--- config.mk ---
export PLATFORM = sky130hd
export DESIGN_NAME = ifu_axi_fetch
export DESIGN_NICKNAME = d
export VERILOG_FILES = /design/src/rtl/ifu_axi_fetch.sv
export SDC_FILE = /design/constraint.sdc
export NUM_CORES = 1
export LEC_CHECK = 0
export CORE_ASPECT_RATIO = 0.75
export CORE_UTILIZATION = 64
export CTS_BUF_LIST = sky130_fd_sc_hd__clkbuf_2 sky130_fd_sc_hd__clkbuf_4 sky130_fd_sc_hd__clkbuf_8
export CTS_CLUSTER_SIZE = 40
export DETAILED_ROUTE_END_ITERATION = 10
export DONT_BUFFER_PORTS = 1
export PLACE_DENSITY = 0.8
export SLEW_MARGIN = 25
export SYNTH_ARGS = -nofsm -noshare
export SYNTH_HDL_FRONTEND = slang
export SYNTH_SLANG_ARGS = --single-unit
--- constraint.sdc ---
create_clock -name clk -period 6 [get_ports clk]
set_input_delay 0 -clock clk [delete_from_list [all_inputs] [get_ports clk]]
set_output_delay 0 -clock clk [all_outputs]
set_load 0.1 [all_outputs]
--- src/rtl/ifu_axi_fetch.sv ---
// Instruction-fetch AXI4 read master: issues single-beat reads for the PC,
// tracks in-flight requests, drops stale beats after a flush, buffers results in order.
module ifu_axi_fetch #(
   parameter int ADDR_W          = 32,
   parameter int DATA_W          = 32,
   parameter int MAX_OUTSTANDING = 2,
   parameter int FIFO_DEPTH      = 2
) (
   input  logic              clk,
   input  logic              rst,
   input  logic [ADDR_W-1:0] pc_i,
   input  logic              fetch_en_i,
   input  logic              flush_i,
   output logic              pc_adv_o,
   output logic [ADDR_W-1:0] araddr_o,
   output logic              arvalid_o,
   input  logic              arready_i,
   output logic [3:0]        arid_o,
   output logic [7:0]        arlen_o,
   output logic [2:0]        arsize_o,
   output logic [1:0]        arburst_o,
   input  logic [DATA_W-1:0] rdata_i,
   input  logic [1:0]        rresp_i,
   input  logic              rvalid_i,
   output logic              rready_o,
   output logic [DATA_W-1:0] inst_o,
   output logic [ADDR_W-1:0] inst_addr_o,
   output logic              inst_err_o,
   output logic              inst_valid_o,
   input  logic              inst_ready_i
);

   localparam int CW  = $clog2(MAX_OUTSTANDING + 1);
   localparam int FCW = $clog2(FIFO_DEPTH + 1);
   localparam int QPW = (MAX_OUTSTANDING > 1) ? $clog2(MAX_OUTSTANDING) : 1;
   localparam int FPW = (FIFO_DEPTH > 1) ? $clog2(FIFO_DEPTH) : 1;

   logic              ar_vld_q, ar_stale_q, rready_q;
   logic [ADDR_W-1:0] ar_addr_q;
   logic [CW-1:0]     out_cnt_q, live_cnt_q, drop_cnt_q;
   logic [CW-1:0]     out_cnt_d, live_cnt_d, drop_cnt_d;
   logic [ADDR_W-1:0] aq_mem_q [MAX_OUTSTANDING];
   logic [QPW-1:0]    aq_wp_q, aq_rp_q;
   logic [DATA_W-1:0] fd_mem_q [FIFO_DEPTH];
   logic [ADDR_W-1:0] fa_mem_q [FIFO_DEPTH];
   logic              fe_mem_q [FIFO_DEPTH];
   logic [FPW-1:0]    f_wp_q, f_rp_q;
   logic [FCW-1:0]    fifo_cnt_q, fifo_cnt_d;

   logic ar_hs, r_beat, credit, load, fifo_empty, consume;
   logic beat_keep, beat_drop, aq_push;

   function automatic logic [QPW-1:0] aq_inc(input logic [QPW-1:0] p);
      return (p == QPW'(MAX_OUTSTANDING - 1)) ? '0 : p + QPW'(1);
   endfunction

   function automatic logic [FPW-1:0] f_inc(input logic [FPW-1:0] p);
      return (p == FPW'(FIFO_DEPTH - 1)) ? '0 : p + FPW'(1);
   endfunction

   // Credit reserves FIFO space for every live request, so rready can stay high.
   always_comb begin
      ar_hs      = ar_vld_q && arready_i;
      r_beat     = rvalid_i && rready_q;
      credit     = (32'(live_cnt_q) + 32'(fifo_cnt_q) + 32'(ar_vld_q) < 32'(FIFO_DEPTH)) &&
                   (32'(out_cnt_q) + 32'(ar_vld_q) < 32'(MAX_OUTSTANDING));
      load       = !rst && !ar_vld_q && fetch_en_i && !flush_i && credit;
      fifo_empty = (fifo_cnt_q == '0);
      beat_drop  = r_beat && (flush_i || drop_cnt_q != '0);
      beat_keep  = r_beat && !beat_drop;
      aq_push    = ar_hs && !ar_stale_q && !flush_i;
      consume    = !fifo_empty && !flush_i && inst_ready_i;
      out_cnt_d  = out_cnt_q + CW'(ar_hs) - CW'(r_beat);
      if (flush_i) begin
         // Everything live plus a request handshaking right now becomes stale.
         drop_cnt_d = drop_cnt_q + live_cnt_q + CW'(ar_hs) - CW'(r_beat);
         live_cnt_d = '0;
         fifo_cnt_d = '0;
      end else begin
         drop_cnt_d = drop_cnt_q + CW'(ar_hs && ar_stale_q) - CW'(beat_drop);
         live_cnt_d = live_cnt_q + CW'(aq_push) - CW'(beat_keep);
         fifo_cnt_d = fifo_cnt_q + FCW'(beat_keep) - FCW'(consume);
      end
   end

   always_ff @(posedge clk) begin
      if (rst) begin
         ar_vld_q   <= 1'b0;
         ar_stale_q <= 1'b0;
         ar_addr_q  <= '0;
         rready_q   <= 1'b0;
         out_cnt_q  <= '0;
         live_cnt_q <= '0;
         drop_cnt_q <= '0;
         fifo_cnt_q <= '0;
         aq_wp_q    <= '0;
         aq_rp_q    <= '0;
         f_wp_q     <= '0;
         f_rp_q     <= '0;
      end else begin
         rready_q   <= 1'b1;
         out_cnt_q  <= out_cnt_d;
         live_cnt_q <= live_cnt_d;
         drop_cnt_q <= drop_cnt_d;
         fifo_cnt_q <= fifo_cnt_d;
         if (load) begin
            ar_vld_q   <= 1'b1;
            ar_addr_q  <= pc_i;
            ar_stale_q <= 1'b0;
         end else begin
            if (ar_hs)   ar_vld_q   <= 1'b0;
            if (flush_i) ar_stale_q <= ar_vld_q;
         end
         if (flush_i) begin
            aq_wp_q <= '0;
            aq_rp_q <= '0;
            f_wp_q  <= '0;
            f_rp_q  <= '0;
         end else begin
            if (aq_push)   aq_wp_q <= aq_inc(aq_wp_q);
            if (beat_keep) aq_rp_q <= aq_inc(aq_rp_q);
            if (beat_keep) f_wp_q  <= f_inc(f_wp_q);
            if (consume)   f_rp_q  <= f_inc(f_rp_q);
         end
      end
   end

   always_ff @(posedge clk) begin
      if (aq_push) aq_mem_q[aq_wp_q] <= ar_addr_q;
      if (beat_keep) begin
         fd_mem_q[f_wp_q] <= rdata_i;
         fa_mem_q[f_wp_q] <= aq_mem_q[aq_rp_q];
         fe_mem_q[f_wp_q] <= (rresp_i != 2'b00);
      end
   end

   assign pc_adv_o     = load;
   assign araddr_o     = ar_addr_q;
   assign arvalid_o    = ar_vld_q;
   assign arid_o       = 4'd0;
   assign arlen_o      = 8'd0;
   assign arsize_o     = 3'b010;
   assign arburst_o    = 2'b01;
   assign rready_o     = rready_q;
   assign inst_valid_o = !fifo_empty && !flush_i;
   assign inst_o       = fifo_empty ? '0 : fd_mem_q[f_rp_q];
   assign inst_addr_o  = fifo_empty ? '0 : fa_mem_q[f_rp_q];
   assign inst_err_o   = fifo_empty ? 1'b0 : fe_mem_q[f_rp_q];

endmodule

* After elaboration in Yosys (flattened, before gate mapping)
Memories as Yosys holds them, arrays and structs flattened. A register that Yosys moved wholly into a read port is not among the register bits.
Index checks and enable logic that the tools add are counted.
** Word-level totals
- Bits in registers :: 47
- RAM bits :: 194
- Input port bits :: 73
- Output and inout port bits :: 118
- Word-level logic and storage cells :: 86
- Memories kept :: 4
** Cells by class
- Add/subtract/negate cells :: 18
- $lt $le $gt $ge :: 2
- Muxes and demuxes :: 23
- Reduce and logical (&&, ||, !) cells :: 27
** Memories
- aq_mem_q :: depth 2, bits a word 32, rd ports 1, clocked after memory_dff 1, wr ports 1, RTL line 42 : logic [ADDR_W-1:0] aq_mem_q [MAX_OUTSTANDING];
- fa_mem_q :: depth 2, bits a word 32, rd ports 1, clocked after memory_dff 1, wr ports 1, RTL line 45 : logic [ADDR_W-1:0] fa_mem_q [FIFO_DEPTH];
- fd_mem_q :: depth 2, bits a word 32, rd ports 1, clocked after memory_dff 1, wr ports 1, RTL line 44 : logic [DATA_W-1:0] fd_mem_q [FIFO_DEPTH];
- fe_mem_q :: depth 2, bits a word 1, rd ports 1, clocked after memory_dff 1, wr ports 1, RTL line 46 : logic fe_mem_q [FIFO_DEPTH];
** Operators with widths (count)
- $mux 32 :: 2
- $mux 1 :: 20
- $logic_and 1x1->1 :: 14
- $add 2x1->2 :: 5
- $sub 2x1->2 :: 5
- $logic_not 1->1 :: 6
- $reduce_bool 2->1 :: 3
- $add 1x1->1 const B :: 4
- $add 3x1->4 :: 1
- $lt 4x2->1 const B :: 1
- $reduce_or 2->1 :: 2
- $add 2x1->3 :: 1
- $add 2x2->3 :: 1
- $lt 3x2->1 const B :: 1
- $add 2x2->2 :: 1
- $logic_not 2->1 :: 1
- $mux 2 :: 1
- $logic_or 1x1->1 :: 1

* Logic depth before layout (Yosys ltp)
- Word-level depth :: 7
- Gate-level depth with buffers :: 9
- Depth with buffers taken out :: 9

* Worst setup path after synthesis
No wires, ideal clock.
- Kind :: register to register
- Start point :: register ar_vld_q, in the netlist arvalid_o
- End point :: memory aq_mem_q[1][0], enable pin
- Library setup time :: 0.421 ns
- Arrival :: 3.021 ns
- Data required time :: 5.579 ns
- Setup slack :: 2.558 ns
- Stages on the path, launching flop included :: 4
- Buffers on the path :: 0
- Period minus slack after synthesis :: 3.442 ns
- Cell sequence :: dfxtp_1 nand2_1 or3_1 nor2_1
** Between the ends
- Cells in the longest elaborated chain, start to end :: 5
** RTL lines
- start: declaration :: RTL line 38 : logic ar_vld_q, ar_stale_q, rready_q;
- start signal: assignment :: RTL line 88 : ar_vld_q <= 1'b0;
- start signal: assignment :: RTL line 107 : ar_vld_q <= 1'b1;
- start signal: assignment :: RTL line 111 : if (ar_hs) ar_vld_q <= 1'b0;
- $logic_and 1x1->1 :: RTL line 63 : ar_hs = ar_vld_q && arready_i;
- $logic_and 1x1->1 (2 in series) :: RTL line 71 : aq_push = ar_hs && !ar_stale_q && !flush_i;
- $mux 1 :: RTL line 129 : if (aq_push) aq_mem_q[aq_wp_q] <= ar_addr_q;
- $mux 1 (implied by the code) :: RTL line 129
- end: declaration :: RTL line 42
No other way between the ends.

* Final worst setup path
- Start point :: register ar_vld_q, in the netlist arvalid_o
- End point :: register ar_addr_q[29], in the netlist araddr_o[29]
** Between the ends
- Cells in the longest elaborated chain, start to end :: 5
- Elaborated cells between the ends (all ways) :: 10
- Classes of those cells :: 2 x add/sub; 2 x order compare; 6 x reduce/logical
** RTL lines
- branches (longest 4 deep; another with $add 3x1->4)
- $logic_and 1x1->1 (*) :: RTL line 67 : load = !rst && !ar_vld_q && fetch_en_i && !flush_i && credit;
- end signal: assignment :: RTL line 108 : ar_addr_q <= pc_i;
- end: declaration :: RTL line 39 : logic [ADDR_W-1:0] ar_addr_q;
Mark *: on every way between the ends.
A chain may end at the register's enable or synchronous reset.

==> results.py <==
metrics = {
    "logic_synthesis": {
        "yosys-top-cells-area": "edfxtp_1 (61%), dfxtp_1 (10%), mux2i_1 (7.1%)",
        "synth_area_mm2": 0.00950,
        "synthAdderAreaFrac_pct": 1.74,
        "ys_seq_elements": 243,
        "postSynthCellCount": 650,
        "synth_xor_area_share_pct": 0.829,
        "synth_mux_area_share_pct": 10.8,
        "synth_warnings": 0,
        "synth_cell_types": 38,
        "synth_top_family_by_area": "multiplexers",
        "synthSimpleGateAreaFrac_pct": 6.94,
        "yosysTopAreaCellShare_pct": 61.3,
        "yosysTopAreaCell": "edfxtp_1",
        "synth_compound_area_share_pct": 4.05,
        "synth_area_per_cell_um2": 14.6,
        "synth-seq-area-share_pct": 71.6,
    },
    "layout": {
        "stdcell_area_mm2": 0.0114,
        "fillers": 839,
        "final-seq-area_mm2": 0.00681,
        "nets": 826,
        "diodes": 0,
        "syn_to_final_growth_pct": 19.8,
        "final_layout_size_suffix_gt1_share_pct": 23.2,
        "multi_input_area_mm2": 0.00261,
    },
    "place": {
        "place_area_mm2": 0.00977,
        "gp_congestion": 0.739,
        "pre_cts_slack_ns": 2.61,
        "hpwl_um": 10600,
        "io_buffers": 0,
    },
    "min_path": {
        "hp-class": "primary input to flop",
    },
    "die": {
        "core_area_mm2": 0.0145,
        "die_h_um": 108,
        "die_area_mm2": 0.0153,
        "std_cell_rows": 38,
        "initial_utilization_pct": 65.5,
        "die_x_um": 143,
        "ios": 191,
    },
    "timing": {
        "finalSetupViolCount": 0,
        "finalMaxSlewViolations": 0,
        "finalCriticalPeriod_ns": 4.02,
        "max_slew_margin_pct": 25.8,
        "worst_slew_pin_slew_ns": 1.11,
        "finalSetupTns_ns": 0,
        "fmax_mhz": 248,
        "min_period_over_period_pct": 67.1,
        "fin_hold_ws_ns": 0.0274,
        "setup_ws_ns": 1.98,
        "rsz0062_at_grt": "no",
        "finalHoldViolations": 0,
        "final.setup_skew_ns": 0.0246,
    },
    "drt": {
        "num_vias": 5520,
        "drc": 0,
        "ant_nets": 0,
        "avgRoutedWirePerCell_um": 19.8,
        "met3_length_um": 1600,
        "wl_um": 19200,
        "drt-met1-wl_um": 7200,
        "route.met2.wl_um": 9970,
        "first_iter_violations": 417,
        "drtPass1Iterations": 5,
        "top_layer_used": "met4",
        "viasPerCell": 5.71,
    },
    "worst_setup_path": {
        "crit_fanout": 21,
        "path_class": "flop to flop",
        "startpoint_type": "flop",
        "required_ns": 6.44,
        "cp.arrival_ns": 4.46,
        "end_kind": "flop",
        "rrSetupSlack_ns": 1.98,
    },
    "grt": {
        "antenna_found_initial": 0,
        "grtUsageTotal_pct": 25.7,
        "grt_pass1_wl_um": 29400,
        "gr-total-overflow": 0,
        "grt_max_degree": 67,
        "grt_pass1_vias": 5727,
    },
    "run": {
        "cap_viol_max_count": 0,
    },
    "clocking": {
        "root_buffer": "clkbuf_8",
        "cts_tree": "yes",
        "path_clk_slew_ns": 0.06,
        "clockBufferDepth": 3,
        "clk_latency_ns": 0.49,
        "cts_sinks": 243,
        "cts_buffers": 36,
        "htreeDepth": 2,
        "postCtsSetupRepairBufs": 0,
    },
    "power": {
        "powerDensity_mw_per_mm2": 311,
        "leakagePower_uw": 0.00361,
        "ir_drop_mv": 0.187,
        "finalPower_uw": 3540,
    },
    "outcome": {
        "status": "completed",
    },
}
[layout make-up]
class	count	area share, %
Clock buffer	58	6.02
Clock inverter	6	0.231
Inverter	17	0.561
Multi-Input combinational cell	351	22.9
Sequential cell	243	59.9
Tap cell	200	2.20
Timing Repair Buffer	92	8.19
[flip-flops by register name, summed over array words and instances (netlist names), 2 cells and up, named ones only]
name / count
fe_mem_q: 2
live_cnt_q: 2
fd_mem_q: 64
araddr_o: 32
out_cnt_q: 2
drop_cnt_q: 2
aq_mem_q: 64
fa_mem_q: 64
fifo_cnt_q: 2
[layout by cell type, fill, tap and decap left out, types with 3 or more instances in the layout]
cell and instances:
a21oi_1 38, buf_4 4, clkbuf_4 18, clkbuf_8 40, clkinv_1 3, clkinv_2 3, conb_1 17, dfxtp_1 46
dlygate4sd3_1 85, edfxtp_1 194, ha_1 10, inv_1 16, mux2_2 31, mux2i_1 67, nand2_1 3, nand3_1 32
nand4b_1 3, nor2_1 10, nor2_2 60, nor2_4 9, o21ai_0 6, o21ai_1 30, or3_1 4, xnor2_1 5
xor2_1 4
[path summary, 6_finish.rpt]
check,from,to,cells after the start
max reg2reg,arvalid_o$_SDFFE_PP0P_,araddr_o[29]$_SDFFE_PP0P_,8
min,flush_i,live_cnt_q[1]$_SDFF_PP0_,4
max,arvalid_o$_SDFFE_PP0P_,araddr_o[29]$_SDFFE_PP0P_,8
min reg2reg,aq_wp_q$_SDFFE_PP0P_,aq_wp_q$_SDFFE_PP0P_,2
[worst max-delay path: stages (launching register included)]
cell and delay (ns):
dfxtp_2 0.74, a21oi_1 0.19, fa_1 0.55, nor4b_4 0.53, buf_4 0.40, nand3_1 0.12
dlygate4sd3_1 0.61, a21oi_1 0.21, dlygate4sd3_1 0.60
[kinds of logic after synthesis]
family,Yosys count
XOR/XNOR,9
buffers and inverters,71
adder cells (fa/ha/maj),12
flip-flops,243
other,2
AND/OR/NAND/NOR,138
AO/OA/AOI/OAI,76
multiplexers,99
[Yosys cell counts]
master	count
or3_1	4
nor4b_2	1
a21oi_1	38
o31ai_1	1
o21ai_0	6
nor2b_1	2
mux2_1	1
or4b_1	1
fa_1	2
nand3_1	32
mux2_2	31
conb_1	2
dfxtp_1	49
clkbuf_1	18
ha_1	10
xnor2_1	5
or2_2	2
inv_1	17
xor2_1	4
o21ai_1	30
and3b_1	1
nor4bb_1	2
nor3_1	2
nand2_1	3
buf_2	14
nor2_2	1
buf_4	17
nand3b_1	1
edfxtp_1	194
or4b_4	1
buf_6	3
mux2i_1	67
nand4b_1	3
nor2_1	78
and2_1	2
buf_1	2
or4_1	2
o21a_1	1
[timing repair]
item / CTS / global route
resized for setup: 0 / 0
endpoints found under the hold margin: 115 / 0
hold buffers: 86 / 0
[layer usage]
layer / track usage, % / vias up
met1: 28.9 / 2675
met5: 0 / -
met4: 10.2 / 0
li1: - / 2537
met2: 46.1 / 268
met3: 7.43 / 40
[stage by stage]
stage                     std cells  utilization (%)
after floorplan                 665                -
after global placement          816             67.2
after detailed placement        817             67.4
after CTS                       967             78.3
after global routing            967             78.5
final                           967             78.5
[power by group]
| group | switching [µW] | internal (µW) |
|---|---|---|
| clock network | 576 | 723 |
| logic | 223 | 81.1 |
| registers | 84.8 | 1850 |
| total | 883 | 2650 |
No activity file was read; power rests on OpenSTA's default activity.
